### src/rtl/bram_byte_reader.sv
// Streams a byte-address range out of a registered-read BRAM onto a
// valid/ready port, hiding the one-cycle read latency with a 2-entry skid buffer.
module bram_byte_reader #(
  parameter int C_S_AXI_ADDR_WIDTH = 32,
  parameter int C_MEMORY_SIZE      = 512,
  parameter int C_LEN_WIDTH        = 16
) (
  input  logic                          ACLK,
  input  logic                          ARESETN,
  input  logic                          start,
  input  logic [C_S_AXI_ADDR_WIDTH-1:0] start_addr,
  input  logic [C_LEN_WIDTH-1:0]        length,
  output logic                          busy,
  output logic                          done,
  output logic [C_S_AXI_ADDR_WIDTH-1:0] raddr,
  input  logic [7:0]                    read_data,
  output logic [7:0]                    m_data,
  output logic                          m_valid,
  input  logic                          m_ready,
  output logic                          m_last
);

  localparam int STRIDE = C_S_AXI_ADDR_WIDTH / 8;

  if (C_MEMORY_SIZE < 1 || STRIDE < 1) begin : g_bad_params
    $error("bram_byte_reader: invalid memory size or address width");
  end

  typedef enum logic [1:0] {IDLE, RUN, DRAIN} state_t;

  state_t                   state_q;
  state_t                   state_d;
  logic [C_LEN_WIDTH-1:0]   remaining;
  logic                     inflight;
  logic                     inflight_last;
  logic [1:0]               occ;
  logic [7:0]               d0;
  logic [7:0]               d1;
  logic                     l0;
  logic                     l1;

  logic                     accept;
  logic                     pop;
  logic                     issue;
  logic                     last_pop;
  logic [2:0]               fill;

  assign m_data  = d0;
  assign m_valid = (occ != 2'd0);
  assign m_last  = m_valid & l0;

  always_ff @(posedge ACLK) begin
    if (!ARESETN) state_q <= IDLE;
    else          state_q <= state_d;
  end

  always_comb begin
    state_d = state_q;
    unique case (state_q)
      IDLE:  if (accept && length != '0)         state_d = RUN;
      RUN:   if (issue && remaining == C_LEN_WIDTH'(1)) state_d = DRAIN;
      DRAIN: if (last_pop)                       state_d = IDLE;
      default:                                   state_d = IDLE;
    endcase
  end

  // Issue decision sees m_ready combinationally so a pop frees a slot at once.
  always_comb begin
    accept   = (state_q == IDLE) && start;
    pop      = m_valid && m_ready;
    last_pop = pop && l0;
    fill     = {1'b0, occ} + {2'b00, inflight};
    issue    = (state_q == RUN) && (remaining != '0) &&
               ((fill < 3'd2) || pop);
  end

  always_ff @(posedge ACLK) begin
    if (!ARESETN) begin
      busy          <= 1'b0;
      done          <= 1'b0;
      raddr         <= '0;
      remaining     <= '0;
      inflight      <= 1'b0;
      inflight_last <= 1'b0;
      occ           <= 2'd0;
      d0            <= 8'h00;
      d1            <= 8'h00;
      l0            <= 1'b0;
      l1            <= 1'b0;
    end else begin
      busy          <= (state_d != IDLE);
      done          <= (accept && length == '0) ||
                       (state_q == DRAIN && last_pop);
      inflight      <= issue;
      inflight_last <= issue && (remaining == C_LEN_WIDTH'(1));
      if (accept && length != '0) begin
        raddr     <= start_addr;
        remaining <= length;
      end else if (issue) begin
        raddr     <= raddr + C_S_AXI_ADDR_WIDTH'(STRIDE);
        remaining <= remaining - C_LEN_WIDTH'(1);
      end
      unique case ({inflight, pop})
        2'b10: begin
          occ <= occ + 2'd1;
          if (occ == 2'd0) begin
            d0 <= read_data;
            l0 <= inflight_last;
          end else begin
            d1 <= read_data;
            l1 <= inflight_last;
          end
        end
        2'b01: begin
          occ <= occ - 2'd1;
          d0  <= d1;
          l0  <= l1;
          l1  <= 1'b0;
        end
        2'b11: begin
          if (occ == 2'd1) begin
            d0 <= read_data;
            l0 <= inflight_last;
          end else begin
            d0 <= d1;
            l0 <= l1;
            d1 <= read_data;
            l1 <= inflight_last;
          end
        end
        default: ;
      endcase
    end
  end

endmodule

### config.mk
export PLATFORM = sky130hd
export DESIGN_NAME = bram_byte_reader
export DESIGN_NICKNAME = d
export VERILOG_FILES = /design/src/rtl/bram_byte_reader.sv
export SDC_FILE = /design/constraint.sdc
export NUM_CORES = 1
export LEC_CHECK = 0
export ABC_AREA = 1
export BUFFER_PORTS_ARGS = -buffer_cell sky130_fd_sc_hd__buf_2
export CAP_MARGIN = 20
export CORE_MARGIN = 4
export CORE_UTILIZATION = 35
export DETAILED_ROUTE_END_ITERATION = 7
export MAX_ROUTING_LAYER = met4
export SLEW_MARGIN = 20
export SYNTH_ARGS = -nofsm -noshare
export SYNTH_HDL_FRONTEND = slang
export SYNTH_SLANG_ARGS = --single-unit
### constraint.sdc
create_clock -name ACLK -period 4.5 [get_ports ACLK]
set_input_delay 0.9 -clock ACLK [delete_from_list [all_inputs] [get_ports ACLK]]
set_output_delay 0.9 -clock ACLK [all_outputs]
set_load 0.03 [all_outputs]
==> flow_metrics.tcl <==
set metrics [dict create \
    cts_buffers 9 \
    syn-num-nets 865 \
    synth_top_area_frac 0.308 \
    setup_viol 0 \
    syn_area_per_cell_um2 6.05 \
    crit_fanout 32 \
    first_pass_iters 4 \
    boundaryPins 104 \
    grt_setup_unrepaired "false" \
    cts.path.max_buffers 2 \
    dp_cells 1052 \
    wl_mm 13.7 \
    async_flop_share 0 \
    grt_pass1_wl_mm 23.0 \
    syn_to_final_growth_pct 18.4 \
    ys_seq_area_frac 0.308 \
    cts_resized 0 \
    grt_max_degree 56 \
    port_buffers 103 \
    initial_core_util 0.361 \
    hold_viol 0 \
    layout_commonest_cell "nand2_1" \
    setup_slack_ns 2.06 \
    post-place-ws_ns 1.86 \
    holdCritPathClass "reg -> reg" \
    crit_family "simple AND/OR/NAND/NOR gates" \
    synth_area_leaders "dfxtp_1 (31%), nand2_1 (17%), nor2_1 (13%)" \
    cts_tree "done" \
    cpPeakStageDelay_ns 0.46 \
    antenna_left 0 \
    netlist_area_um2 4810 \
    synth_flop_cell "dfxtp_1" \
    ys_ff_latch 74 \
    overflow 0 \
    clock_sinks 74 \
    synth_largest_area_cell "dfxtp_1" \
    drc 0 \
    cp_slowest_cell "nand2_4" \
    path_clk_slew_ns 0.06 \
    slew_headroom 0.420 \
    post-cts-setup-buffers 0 \
    status "completed" \
    die_h_um 125 \
    cp-end-kind "flip-flop" \
    antenna_found_initial 0 \
    wire_per_inst_um 12.8 \
    yosysWarnings 0 \
    drive_above_1_share 0.161 \
    fin_crit_ns 2.44 \
    hold_buffers 0 \
    cap_violations 0 \
    startpoint_type "flip-flop" \
    layout.nets 957 \
    p_per_area_nw_per_um2 439 \
    antenna_cells 0 \
    ir_worst_vdd_mv 0.164 \
    finalClockSkew_ns 0.0133 \
    vias 4900 \
    synthDistinctLibCells 37 \
    synth_edf_count 0 \
    fp.dieArea_um2 15700 \
    place_area_um2 5390 \
    gp_congestion 0.898 \
    cts-root-buf "clkbuf_16" \
    p_leak_nw 2.80 \
    vias_per_cell 4.58 \
    die_width_um 125 \
    setup.worst_path.class "reg -> reg" \
    synthCells 796 \
    drv_slew 0 \
    path_buf_inv 3 \
    worstPathRequired_ns 4.73 \
    fin_crit_sh 0.542 \
    grt_pass1_vias 4754 \
    core_area_um2 13300 \
    crit_arrival_ns 2.67 \
    clock.fmax_mhz 410 \
    grtUsageTotal 0.182 \
    drtIter0Drc 356 \
    tns_ns 0 \
    rows 42 \
    path_cells "inv_1 -> ha_1 -> inv_1 -> nand2_1 -> nand2_1 -> nand3_4 -> nand2_4 -> inv_4 -> nor2_1 -> nor2_1" \
    clk_latency_ns 0.35 \
    final_cell_mix "nand2_1 (215), nor2_1 (161), inv_1 (105), buf_2 (103), dfxtp_1 (74)" \
    cts-htree-levels 3 \
    worst_pin_slew_ns 0.869 \
    fin_area_um2 5700 \
    final-instance-count-excl-fill 1069 \
    post-dp-hpwl_mm 10.1 \
]
==> metrics by stage <==
| stage | utilization | hold slack [ns] | total power (W) |
|---|---|---|---|
| after floorplan | - | 0.430 | 0.00156 |
| after global placement | 0.404 | 0.445 | 0.00177 |
| after detailed placement | 0.404 | 0.447 | 0.00177 |
| after CTS | 0.426 | 0.457 | 0.00252 |
| after global routing | 0.427 | 0.480 | 0.00268 |
| final | 0.427 | 0.453 | 0.00250 |
==> layer usage <==
metal | global-route usage | wire length, um
met5 | - | 0
met4 | 0.0574 | 246
met3 | 0.0277 | 696
met2 | 0.279 | 5910
met1 | 0.249 | 6820
==> power breakdown <==
| group | internal [W] | switching [W] | total [W] |
|---|---|---|---|
| logic | 0.000283 | 0.000599 | 0.000882 |
| clock network | 0.000432 | 0.000308 | 0.000741 |
| registers | 0.000772 | 0.000110 | 0.000882 |
==> path summary, 6_finish.rpt <==
kind / startpoint / end / slack (ns) / cells past startpoint
max: occ[0] / raddr[12] / 2.06 / 10
min: d1[3] / d1[3] / 0.45 / 2
max reg2reg: occ[0] / raddr[12] / 2.06 / 10
min reg2reg: d1[3] / d1[3] / 0.45 / 2
==> worst reg2reg max path, stage by stage, from the launching register on <==
cell,delay (ns)
dfxtp_1,0.33
inv_1,0.07
ha_1,0.24
inv_1,0.11
nand2_1,0.16
nand2_1,0.19
nand3_4,0.36
nand2_4,0.47
inv_4,0.19
nor2_1,0.16
nor2_1,0.04
==> area by class of cell <==
cell class,instances,area (um2)
clock inverter,7,75.1
timing repair buffer,106,536
tap,176,220
clock buffer,9,225
fill,1466,7650
sequential,74,1480
multi-input combinational,590,2760
inverter,107,404
==> cell families after synthesis <==
family	after synthesis	synth area share
xor gates and xnor gates	17	0.0309
DFF	74	0.308
buffers and inverters	132	0.120
and+or+nand+nor	457	0.392
adders and majority gates	9	0.0234
AOI/OAI and AO/OA	107	0.126
==> flip-flops by register name, indices dropped and copies added, names as in the netlist <==
| signal | count |
|---|---|
| raddr | 32 |
| remaining | 16 |
| d1 | 8 |
| m_data | 8 |
| occ | 2 |
| state_q | 2 |
| busy | 1 |
| done | 1 |
| inflight | 1 |
| inflight_last | 1 |
| l0 | 1 |
| l1 | 1 |
==> cells in the mapped netlist, types with 2 or more instances <==
| cell | count |
|---|---|
| a21oi_1 | 21 |
| a21oi_2 | 5 |
| and3_1 | 2 |
| buf_1 | 2 |
| buf_2 | 7 |
| buf_6 | 9 |
| clkbuf_1 | 6 |
| dfxtp_1 | 74 |
| ha_1 | 9 |
| inv_1 | 105 |
| nand2_1 | 215 |
| nand2_2 | 3 |
| nand2_4 | 2 |
| nand3_1 | 48 |
| nand3b_1 | 4 |
| nand4_1 | 4 |
| nor2_1 | 161 |
| nor2_2 | 3 |
| nor2_4 | 2 |
| nor3_1 | 9 |
| o21ai_0 | 59 |
| o21ai_1 | 6 |
| o21bai_1 | 2 |
| o221ai_1 | 9 |
| or2_2 | 2 |
| xnor2_1 | 6 |
| xor2_1 | 11 |
No activity file was read; power rests on OpenSTA's default activity.
